==> config.mk <==
export PLATFORM = sky130hd
export DESIGN_NAME = int8_mac_cvxif_issuer_flat
export DESIGN_NICKNAME = d
export VERILOG_FILES = /design/src/rtl/int8_mac_cvxif_issuer_if.sv /design/src/rtl/int8_mac_cvxif_issuer.sv /design/src/flat_wrapper.sv
export SDC_FILE = /design/constraint.sdc
export NUM_CORES = 1
export LEC_CHECK = 0
export ABC_CLOCK_PERIOD_IN_PS = 2800
export BUFFER_PORTS_ARGS = -buffer_cell sky130_fd_sc_hd__buf_2
export CAP_MARGIN = 20
export CORE_ASPECT_RATIO = 2
export CORE_MARGIN = 10
export CORE_UTILIZATION = 47
export CTS_CLUSTER_SIZE = 28
export DETAILED_ROUTE_END_ITERATION = 8
export PLACE_DENSITY = 0.8
export SYNTH_ARGS = -nofsm -noshare
export SYNTH_HDL_FRONTEND = slang
export SYNTH_SLANG_ARGS = --single-unit
==> constraint.sdc <==
create_clock -name clk_i -period 2.8 [get_ports clk_i]
set_clock_uncertainty 0.2 [all_clocks]
set_input_delay 0.14 -clock clk_i [delete_from_list [all_inputs] [get_ports clk_i]]
set_output_delay 0.14 -clock clk_i [all_outputs]
set_load 0.1 [all_outputs]
==> src/rtl/int8_mac_cvxif_issuer_if.sv <==
// int8_mac_cvxif_issuer_if
// Bundles the issuer's request, CVXIF issue/register/commit/result and
// writeback/status signals. Signal names carry the _i/_o suffix as seen
// from the issuer.
//   master : core side + coprocessor model (drives *_i, observes *_o)
//   slave  : the issuer itself (drives *_o, observes *_i)
interface int8_mac_cvxif_issuer_if #(
    parameter int unsigned XLEN           = 32,
    parameter int unsigned IdWidth        = 3,
    parameter int unsigned HartidWidth    = 1,
    parameter int unsigned MaxOutstanding = 4
) ();
    localparam int unsigned CntWidth = $clog2(MaxOutstanding + 1);

    // core request
    logic                   req_valid_i;
    logic                   req_ready_o;
    logic [31:0]            req_instr_i;
    logic [XLEN-1:0]        req_rs1_i;
    logic [XLEN-1:0]        req_rs2_i;
    logic [HartidWidth-1:0] req_hartid_i;
    // CVXIF issue / register
    logic                   x_issue_valid_o;
    logic                   x_issue_ready_i;
    logic [31:0]            x_issue_instr_o;
    logic [HartidWidth-1:0] x_issue_hartid_o;
    logic [IdWidth-1:0]     x_issue_id_o;
    logic                   x_issue_accept_i;
    logic                   x_issue_writeback_i;
    logic                   x_register_valid_o;
    logic [2*XLEN-1:0]      x_register_rs_o;
    // CVXIF commit
    logic                   x_commit_valid_o;
    logic [IdWidth-1:0]     x_commit_id_o;
    logic                   x_commit_kill_o;
    // CVXIF result
    logic                   x_result_valid_i;
    logic [IdWidth-1:0]     x_result_id_i;
    logic [XLEN-1:0]        x_result_data_i;
    logic [4:0]             x_result_rd_i;
    logic                   x_result_we_i;
    // writeback and status
    logic                   wb_valid_o;
    logic [4:0]             wb_rd_o;
    logic [XLEN-1:0]        wb_data_o;
    logic [IdWidth-1:0]     wb_id_o;
    logic                   rej_o;
    logic                   spurious_o;
    logic [CntWidth-1:0]    outstanding_o;
    logic                   timeout_o;

    modport master (
        output req_valid_i, req_instr_i, req_rs1_i, req_rs2_i, req_hartid_i,
        output x_issue_ready_i, x_issue_accept_i, x_issue_writeback_i,
        output x_result_valid_i, x_result_id_i, x_result_data_i, x_result_rd_i, x_result_we_i,
        input  req_ready_o,
        input  x_issue_valid_o, x_issue_instr_o, x_issue_hartid_o, x_issue_id_o,
        input  x_register_valid_o, x_register_rs_o,
        input  x_commit_valid_o, x_commit_id_o, x_commit_kill_o,
        input  wb_valid_o, wb_rd_o, wb_data_o, wb_id_o,
        input  rej_o, spurious_o, outstanding_o, timeout_o
    );

    modport slave (
        input  req_valid_i, req_instr_i, req_rs1_i, req_rs2_i, req_hartid_i,
        input  x_issue_ready_i, x_issue_accept_i, x_issue_writeback_i,
        input  x_result_valid_i, x_result_id_i, x_result_data_i, x_result_rd_i, x_result_we_i,
        output req_ready_o,
        output x_issue_valid_o, x_issue_instr_o, x_issue_hartid_o, x_issue_id_o,
        output x_register_valid_o, x_register_rs_o,
        output x_commit_valid_o, x_commit_id_o, x_commit_kill_o,
        output wb_valid_o, wb_rd_o, wb_data_o, wb_id_o,
        output rej_o, spurious_o, outstanding_o, timeout_o
    );
endinterface

==> src/rtl/int8_mac_cvxif_issuer.sv <==
// int8_mac_cvxif_issuer
// Core-side initiator of the CVXIF link to int8_mac_coprocessor. Accepts one
// request at a time, runs issue -> commit handshakes, tracks writeback-pending
// ids in a bitmap and turns returned results into registered writeback pulses.
// Results are always sunk (no backpressure on the result channel).
// Ports:
//   clk_i  : clock
//   rst_ni : asynchronous active-low reset
//   bus    : int8_mac_cvxif_issuer_if.slave (request, CVXIF, writeback, status)
// Optional feature: define INT8_MAC_ISSUER_TIMEOUT_EN to enable the sticky
// watchdog (timeout_o); otherwise timeout_o is tied to 0.
module int8_mac_cvxif_issuer #(
    parameter int unsigned XLEN           = 32,
    parameter int unsigned IdWidth        = 3,
    parameter int unsigned HartidWidth    = 1,
    parameter int unsigned MaxOutstanding = 4,
    parameter int unsigned TimeoutCycles  = 256
) (
    input logic                   clk_i,
    input logic                   rst_ni,
    int8_mac_cvxif_issuer_if.slave bus
);
    localparam int unsigned NumIds   = 2 ** IdWidth;
    localparam int unsigned CntWidth = $clog2(MaxOutstanding + 1);
    localparam logic [CntWidth-1:0] MaxCnt = CntWidth'(MaxOutstanding);

    if (MaxOutstanding < 1 || MaxOutstanding > NumIds) begin : g_bad_max_outstanding
        $error("MaxOutstanding must lie in 1..2**IdWidth");
    end
    if (TimeoutCycles < 1) begin : g_bad_timeout
        $error("TimeoutCycles must be at least 1");
    end

    typedef enum logic [1:0] {StIdle, StIssue, StCommit} state_e;

    state_e                 state_q, state_d;
    logic [31:0]            instr_q, instr_d;
    logic [XLEN-1:0]        rs1_q, rs1_d, rs2_q, rs2_d;
    logic [HartidWidth-1:0] hartid_q, hartid_d;
    logic [IdWidth-1:0]     id_q, id_d;
    logic                   accept_q, accept_d;
    logic                   wback_q, wback_d;
    logic [NumIds-1:0]      pending_q, pending_d;
    logic [IdWidth-1:0]     alloc_ptr_q, alloc_ptr_d;
    logic [CntWidth-1:0]    count_q, count_d;
    logic                   wb_valid_q, wb_valid_d;
    logic [4:0]             wb_rd_q, wb_rd_d;
    logic [XLEN-1:0]        wb_data_q, wb_data_d;
    logic [IdWidth-1:0]     wb_id_q, wb_id_d;
    logic                   spurious_q, spurious_d;

    logic req_ready, issue_valid, commit_valid, commit_kill, rej;
    logic set_pend, res_hit;

    always_comb begin
        state_d     = state_q;
        instr_d     = instr_q;
        rs1_d       = rs1_q;
        rs2_d       = rs2_q;
        hartid_d    = hartid_q;
        id_d        = id_q;
        accept_d    = accept_q;
        wback_d     = wback_q;
        pending_d   = pending_q;
        alloc_ptr_d = alloc_ptr_q;
        wb_valid_d  = 1'b0;
        wb_rd_d     = wb_rd_q;
        wb_data_d   = wb_data_q;
        wb_id_d     = wb_id_q;
        spurious_d  = 1'b0;
        req_ready    = 1'b0;
        issue_valid  = 1'b0;
        commit_valid = 1'b0;
        commit_kill  = 1'b0;
        rej          = 1'b0;
        set_pend     = 1'b0;

        unique case (state_q)
            StIdle: begin
                // An id is only handed out if it is not still awaiting its result.
                if (bus.req_valid_i && (count_q < MaxCnt) && !pending_q[alloc_ptr_q]) begin
                    req_ready = 1'b1;
                    instr_d   = bus.req_instr_i;
                    rs1_d     = bus.req_rs1_i;
                    rs2_d     = bus.req_rs2_i;
                    hartid_d  = bus.req_hartid_i;
                    id_d      = alloc_ptr_q;
                    state_d   = StIssue;
                end
            end
            StIssue: begin
                issue_valid = 1'b1;
                if (bus.x_issue_ready_i) begin
                    accept_d = bus.x_issue_accept_i;
                    wback_d  = bus.x_issue_writeback_i;
                    state_d  = StCommit;
                end
            end
            StCommit: begin
                commit_valid = 1'b1;
                commit_kill  = ~accept_q;
                rej          = ~accept_q;
                if (accept_q) begin
                    alloc_ptr_d = alloc_ptr_q + IdWidth'(1);
                    if (wback_q) begin
                        pending_d[id_q] = 1'b1;
                        set_pend        = 1'b1;
                    end
                end
                state_d = StIdle;
            end
            default: state_d = StIdle;
        endcase

        // Result channel is serviced in every state. A hit can never target the
        // id being set above, since that id was not pending when allocated.
        res_hit = bus.x_result_valid_i && pending_q[bus.x_result_id_i];
        if (res_hit) begin
            pending_d[bus.x_result_id_i] = 1'b0;
            wb_valid_d = bus.x_result_we_i;
            if (bus.x_result_we_i) begin
                wb_rd_d   = bus.x_result_rd_i;
                wb_data_d = bus.x_result_data_i;
                wb_id_d   = bus.x_result_id_i;
            end
        end
        spurious_d = bus.x_result_valid_i && !pending_q[bus.x_result_id_i];

        unique case ({set_pend, res_hit})
            2'b10:   count_d = count_q + CntWidth'(1);
            2'b01:   count_d = count_q - CntWidth'(1);
            default: count_d = count_q;
        endcase
    end

    always_ff @(posedge clk_i or negedge rst_ni) begin
        if (!rst_ni) begin
            state_q     <= StIdle;
            instr_q     <= '0;
            rs1_q       <= '0;
            rs2_q       <= '0;
            hartid_q    <= '0;
            id_q        <= '0;
            accept_q    <= 1'b0;
            wback_q     <= 1'b0;
            pending_q   <= '0;
            alloc_ptr_q <= '0;
            count_q     <= '0;
            wb_valid_q  <= 1'b0;
            wb_rd_q     <= '0;
            wb_data_q   <= '0;
            wb_id_q     <= '0;
            spurious_q  <= 1'b0;
        end else begin
            state_q     <= state_d;
            instr_q     <= instr_d;
            rs1_q       <= rs1_d;
            rs2_q       <= rs2_d;
            hartid_q    <= hartid_d;
            id_q        <= id_d;
            accept_q    <= accept_d;
            wback_q     <= wback_d;
            pending_q   <= pending_d;
            alloc_ptr_q <= alloc_ptr_d;
            count_q     <= count_d;
            wb_valid_q  <= wb_valid_d;
            wb_rd_q     <= wb_rd_d;
            wb_data_q   <= wb_data_d;
            wb_id_q     <= wb_id_d;
            spurious_q  <= spurious_d;
        end
    end

`ifdef INT8_MAC_ISSUER_TIMEOUT_EN
    localparam int unsigned WdWidth = $clog2(TimeoutCycles + 1);
    localparam logic [WdWidth-1:0] WdLimit = WdWidth'(TimeoutCycles);

    logic [WdWidth-1:0] wd_cnt_q, wd_cnt_d;
    logic               timeout_q, timeout_d;

    always_comb begin
        wd_cnt_d  = wd_cnt_q;
        timeout_d = timeout_q;
        if ((count_q == '0) || res_hit) begin
            wd_cnt_d = '0;
        end else if (wd_cnt_q != WdLimit) begin
            wd_cnt_d = wd_cnt_q + WdWidth'(1);
        end
        if (wd_cnt_d == WdLimit) begin
            timeout_d = 1'b1;
        end
    end

    always_ff @(posedge clk_i or negedge rst_ni) begin
        if (!rst_ni) begin
            wd_cnt_q  <= '0;
            timeout_q <= 1'b0;
        end else begin
            wd_cnt_q  <= wd_cnt_d;
            timeout_q <= timeout_d;
        end
    end

    assign bus.timeout_o = timeout_q;
`else
    assign bus.timeout_o = 1'b0;
`endif

    assign bus.req_ready_o        = req_ready;
    assign bus.x_issue_valid_o    = issue_valid;
    assign bus.x_register_valid_o = issue_valid;
    assign bus.x_issue_instr_o    = instr_q;
    assign bus.x_issue_hartid_o   = hartid_q;
    assign bus.x_issue_id_o       = id_q;
    assign bus.x_register_rs_o    = {rs2_q, rs1_q};
    assign bus.x_commit_valid_o   = commit_valid;
    assign bus.x_commit_id_o      = id_q;
    assign bus.x_commit_kill_o    = commit_kill;
    assign bus.wb_valid_o         = wb_valid_q;
    assign bus.wb_rd_o            = wb_rd_q;
    assign bus.wb_data_o          = wb_data_q;
    assign bus.wb_id_o            = wb_id_q;
    assign bus.rej_o              = rej;
    assign bus.spurious_o         = spurious_q;
    assign bus.outstanding_o      = count_q;
endmodule

==> src/flat_wrapper.sv <==
// flat-port wrapper written by rule: the top's interface ports become plain ports
module int8_mac_cvxif_issuer_flat 
#(
    parameter int unsigned XLEN           = 32,
    parameter int unsigned IdWidth        = 3,
    parameter int unsigned HartidWidth    = 1,
    parameter int unsigned MaxOutstanding = 4,
    parameter int unsigned TimeoutCycles  = 256
)
  (clk_i, rst_ni, bus_req_valid_i, bus_req_instr_i, bus_req_rs1_i, bus_req_rs2_i, bus_req_hartid_i, bus_x_issue_ready_i, bus_x_issue_accept_i, bus_x_issue_writeback_i, bus_x_result_valid_i, bus_x_result_id_i, bus_x_result_data_i, bus_x_result_rd_i, bus_x_result_we_i, bus_req_ready_o, bus_x_issue_valid_o, bus_x_issue_instr_o, bus_x_issue_hartid_o, bus_x_issue_id_o, bus_x_register_valid_o, bus_x_register_rs_o, bus_x_commit_valid_o, bus_x_commit_id_o, bus_x_commit_kill_o, bus_wb_valid_o, bus_wb_rd_o, bus_wb_data_o, bus_wb_id_o, bus_rej_o, bus_spurious_o, bus_outstanding_o, bus_timeout_o);
  int8_mac_cvxif_issuer_if #(.XLEN(XLEN), .IdWidth(IdWidth), .HartidWidth(HartidWidth), .MaxOutstanding(MaxOutstanding)) bus_i ();
  input logic clk_i;
  input logic rst_ni;
  input wire logic [$bits(bus_i.req_valid_i)-1:0] bus_req_valid_i;
  input wire logic [$bits(bus_i.req_instr_i)-1:0] bus_req_instr_i;
  input wire logic [$bits(bus_i.req_rs1_i)-1:0] bus_req_rs1_i;
  input wire logic [$bits(bus_i.req_rs2_i)-1:0] bus_req_rs2_i;
  input wire logic [$bits(bus_i.req_hartid_i)-1:0] bus_req_hartid_i;
  input wire logic [$bits(bus_i.x_issue_ready_i)-1:0] bus_x_issue_ready_i;
  input wire logic [$bits(bus_i.x_issue_accept_i)-1:0] bus_x_issue_accept_i;
  input wire logic [$bits(bus_i.x_issue_writeback_i)-1:0] bus_x_issue_writeback_i;
  input wire logic [$bits(bus_i.x_result_valid_i)-1:0] bus_x_result_valid_i;
  input wire logic [$bits(bus_i.x_result_id_i)-1:0] bus_x_result_id_i;
  input wire logic [$bits(bus_i.x_result_data_i)-1:0] bus_x_result_data_i;
  input wire logic [$bits(bus_i.x_result_rd_i)-1:0] bus_x_result_rd_i;
  input wire logic [$bits(bus_i.x_result_we_i)-1:0] bus_x_result_we_i;
  output wire logic [$bits(bus_i.req_ready_o)-1:0] bus_req_ready_o;
  output wire logic [$bits(bus_i.x_issue_valid_o)-1:0] bus_x_issue_valid_o;
  output wire logic [$bits(bus_i.x_issue_instr_o)-1:0] bus_x_issue_instr_o;
  output wire logic [$bits(bus_i.x_issue_hartid_o)-1:0] bus_x_issue_hartid_o;
  output wire logic [$bits(bus_i.x_issue_id_o)-1:0] bus_x_issue_id_o;
  output wire logic [$bits(bus_i.x_register_valid_o)-1:0] bus_x_register_valid_o;
  output wire logic [$bits(bus_i.x_register_rs_o)-1:0] bus_x_register_rs_o;
  output wire logic [$bits(bus_i.x_commit_valid_o)-1:0] bus_x_commit_valid_o;
  output wire logic [$bits(bus_i.x_commit_id_o)-1:0] bus_x_commit_id_o;
  output wire logic [$bits(bus_i.x_commit_kill_o)-1:0] bus_x_commit_kill_o;
  output wire logic [$bits(bus_i.wb_valid_o)-1:0] bus_wb_valid_o;
  output wire logic [$bits(bus_i.wb_rd_o)-1:0] bus_wb_rd_o;
  output wire logic [$bits(bus_i.wb_data_o)-1:0] bus_wb_data_o;
  output wire logic [$bits(bus_i.wb_id_o)-1:0] bus_wb_id_o;
  output wire logic [$bits(bus_i.rej_o)-1:0] bus_rej_o;
  output wire logic [$bits(bus_i.spurious_o)-1:0] bus_spurious_o;
  output wire logic [$bits(bus_i.outstanding_o)-1:0] bus_outstanding_o;
  output wire logic [$bits(bus_i.timeout_o)-1:0] bus_timeout_o;
  assign bus_i.req_valid_i = bus_req_valid_i;
  assign bus_i.req_instr_i = bus_req_instr_i;
  assign bus_i.req_rs1_i = bus_req_rs1_i;
  assign bus_i.req_rs2_i = bus_req_rs2_i;
  assign bus_i.req_hartid_i = bus_req_hartid_i;
  assign bus_i.x_issue_ready_i = bus_x_issue_ready_i;
  assign bus_i.x_issue_accept_i = bus_x_issue_accept_i;
  assign bus_i.x_issue_writeback_i = bus_x_issue_writeback_i;
  assign bus_i.x_result_valid_i = bus_x_result_valid_i;
  assign bus_i.x_result_id_i = bus_x_result_id_i;
  assign bus_i.x_result_data_i = bus_x_result_data_i;
  assign bus_i.x_result_rd_i = bus_x_result_rd_i;
  assign bus_i.x_result_we_i = bus_x_result_we_i;
  assign bus_req_ready_o = bus_i.req_ready_o;
  assign bus_x_issue_valid_o = bus_i.x_issue_valid_o;
  assign bus_x_issue_instr_o = bus_i.x_issue_instr_o;
  assign bus_x_issue_hartid_o = bus_i.x_issue_hartid_o;
  assign bus_x_issue_id_o = bus_i.x_issue_id_o;
  assign bus_x_register_valid_o = bus_i.x_register_valid_o;
  assign bus_x_register_rs_o = bus_i.x_register_rs_o;
  assign bus_x_commit_valid_o = bus_i.x_commit_valid_o;
  assign bus_x_commit_id_o = bus_i.x_commit_id_o;
  assign bus_x_commit_kill_o = bus_i.x_commit_kill_o;
  assign bus_wb_valid_o = bus_i.wb_valid_o;
  assign bus_wb_rd_o = bus_i.wb_rd_o;
  assign bus_wb_data_o = bus_i.wb_data_o;
  assign bus_wb_id_o = bus_i.wb_id_o;
  assign bus_rej_o = bus_i.rej_o;
  assign bus_spurious_o = bus_i.spurious_o;
  assign bus_outstanding_o = bus_i.outstanding_o;
  assign bus_timeout_o = bus_i.timeout_o;
  int8_mac_cvxif_issuer #(.XLEN(XLEN), .IdWidth(IdWidth), .HartidWidth(HartidWidth), .MaxOutstanding(MaxOutstanding), .TimeoutCycles(TimeoutCycles)) u_core (.clk_i(clk_i), .rst_ni(rst_ni), .bus(bus_i));
endmodule
==> metrics.txt <==
Crit path required time=2.46 ns; nets=between 900 and 1000; DP HPWL=14700 µm; Clock Path Buffers=2; Syn Inst Count=roughly 400; layout cells sized above 1=a little under three fifths; clock latency on the worst-skew pair=around 0.41 ns; Iter 0 DRT Violations=167; total CTS buffers=17; GRT Total Usage=23.4%; critical path endpoint category=primary output; post-layout util=about 74%; crit path max fanout=32; Avg Cell Area, Syn=around 17 µm²; MaxCap Viol Count=0; port bufs=between 200 and 300; HP Class=input port to asynchronous set/reset pin; CTS root buf=clkbuf_16; type of origin of the critical path=flop; die area=19400 µm²; Reg clk slew, reported paths=0.06 ns; post-route setup TNS=0 ns; outcome=finished, final reports clean; Detail Route Antenna Nets=0; Achievable Freq=roughly 370 MHz; TritonCTS Sinks=between 150 and 200; row count=roughly 60; WHS=roughly 0.075 ns; Final period util=a little over nine tenths; Crit Path Class=flop to primary output; GR Overflow Total=0; Synth Register Bits=160; mapped cell area=about 6600 µm²; syn nets=about 550; Distinct cells, synth=32; Horiz. Die Dim=between 100 and 150 µm; drt wl/cell=22.3 µm; PnR worst setup slack=0.0748 ns; DR vias/cell=4.96; global-route wire length before repair=between 30000 and 40000 µm; largest net degree at the start of global routing=66; number of fill cells=between 700 and 800; Synth-to-Final Area Change=56.3%; area share of the largest cell type after synthesis=60.8%; CTS H-tree lvls=4; count of final max-slew check failures=0; Initial Utilization=47.6%; Hold Violations, Final=0; die height=187 µm; CTS tree=yes; gpl congestion=~0.82; post-placement setup slack=0.164 ns; top cells by area, synth=dfrtp_1, mux2_2, mux2_4; Top-Level Pins=300; Core ar.=about 14000 µm²; DR pass1 iterations=4; Ys Warns=0; min cycle time layout=approximately 2.7 ns; most frequent cells in the layout=buf_2, dfrtp_1, dlygate4sd3_1, mux2_2, mux2_4; most common cell after layout, fill and taps aside=buf_2; Rel. slew slack=roughly 63%; # setup viols final=0; Worst EP arrival=~2.4 ns; register area share after synthesis=60.8%; initial antenna violation count=1; # DRC=0; routed vias=around 5200; worst-margin pin slew=approximately 0.54 ns; number of global-route vias before repair=6018; RSZ-0062 raised after global routing=false; WL final=approximately 23000 µm; leading area contributor after synthesis=dfrtp_1
path summary, 6_finish.rpt:
path / slack (ns) / from / endpoint / cells past startpoint
worst max-delay path: 0.07 / u_core.alloc_ptr_q[1] / bus_req_ready_o / 6
worst min-delay path: 0.07 / rst_ni / u_core.pending_q[7] / 2
worst max register to register: 0.19 / u_core.pending_q[7] / u_core.bus.outstanding_o[1] / 6
worst min register to register: 0.29 / u_core.rs2_q[5] / u_core.rs2_q[5] / 1
max in group asynchronous: 1.54 / rst_ni / u_core.bus.x_issue_instr_o[21] / 3
min in group clk_i: 0.12 / bus_x_result_we_i / u_core.bus.wb_id_o[2] / 4
final cells by class:
cell class | count | area, µm² | area share (%)
multi-input combinational | 207 | 2310 | 22.4
tap | 189 | 236 | 2.30
timing repair buffer | 452 | 3090 | 30.1
inverter | 4 | 15.0 | 0.146
clock inverter | 12 | 184 | 1.79
antenna | 1 | 2.50 | 0.0243
sequential | 160 | 4010 | 38.9
clock buffer | 19 | 443 | 4.31
state kept, by name, indices dropped and copies added (netlist names):
| name | cells |
|---|---|
| u_core.bus.wb_data_o | 32 |
| u_core.bus.x_issue_instr_o | 32 |
| u_core.rs1_q | 32 |
| u_core.rs2_q | 32 |
| u_core.pending_q | 8 |
| u_core.bus.wb_rd_o | 5 |
| u_core.alloc_ptr_q | 3 |
| u_core.bus.outstanding_o | 3 |
| u_core.bus.wb_id_o | 3 |
| u_core.bus.x_commit_id_o | 3 |
| u_core.state_q | 2 |
| u_core.accept_q | 1 |
| u_core.bus.spurious_o | 1 |
| u_core.bus.wb_valid_o | 1 |
| u_core.bus.x_issue_hartid_o | 1 |
| u_core.wback_q | 1 |
kinds of logic (layout without fill, tap and decap cells):
family | count (synthesis) | after routing | share of synthesized area [%]
buf+inv | 30 | 487 | 4.39
xor+xnor | 5 | 5 | 0.665
other cells | 1 | 2 | 0.0570
flops | 160 | 160 | 60.8
compound gates | 19 | 19 | 1.86
fa+ha+maj | 3 | 3 | 0.684
simple gates | 24 | 24 | 2.41
mux | 155 | 155 | 29.1
timing repair:
item                                    in CTS  in global routing
endpoints found under the hold margin      239                  0
resized for setup                            1                  2
pin swaps                                    0                  0
endpoints found under the setup margin       1                  3
gates cloned                                 0                  1
buffers inserted                             0                  1
hold buffers                               145                  0
through the flow:
step	cells	instance area, µm²
4_1_cts	1041	10200
3_3_place_gp	865	8160
3_5_place_dp	865	8160
2_1_floorplan	397	6590
5_1_grt	1044	10300
6_report	1044	10300
cell usage after synthesis (all sizes together):
master / count
inv: 4
nor4bb: 1
xor2: 1
or4b: 1
nor2: 4
xnor2: 4
a31oi: 10
mux2i: 9
and4b: 1
a41oi: 4
buf: 24
nand2b: 2
conb: 1
and2: 1
o21ai: 3
fa: 1
ha: 2
nand2: 4
mux4: 3
nor2b: 7
clkbuf: 2
nand3: 2
mux2: 143
and2b: 1
dfrtp: 160
a21oi: 2
layer usage:
layer	vias up	GRT usage, %	routed length, µm
li1	2285	-	-
met1	2580	23.3	7970
met2	257	42.9	13000
met3	60	6.35	1360
met4	0	12.5	948
met5	-	0	0
worst max-delay path, stage by stage, from the launching register on:
cell	delay [ns]
dfrtp_2	0.49
mux2i_1	0.19
mux4_2	0.52
nand2b_4	0.18
buf_16	0.22
inv_1	0.07
clkbuf_4	0.28
Power is not shown: default switching activity piles up to over one toggle a cycle in this logic, so the estimate is an artifact.
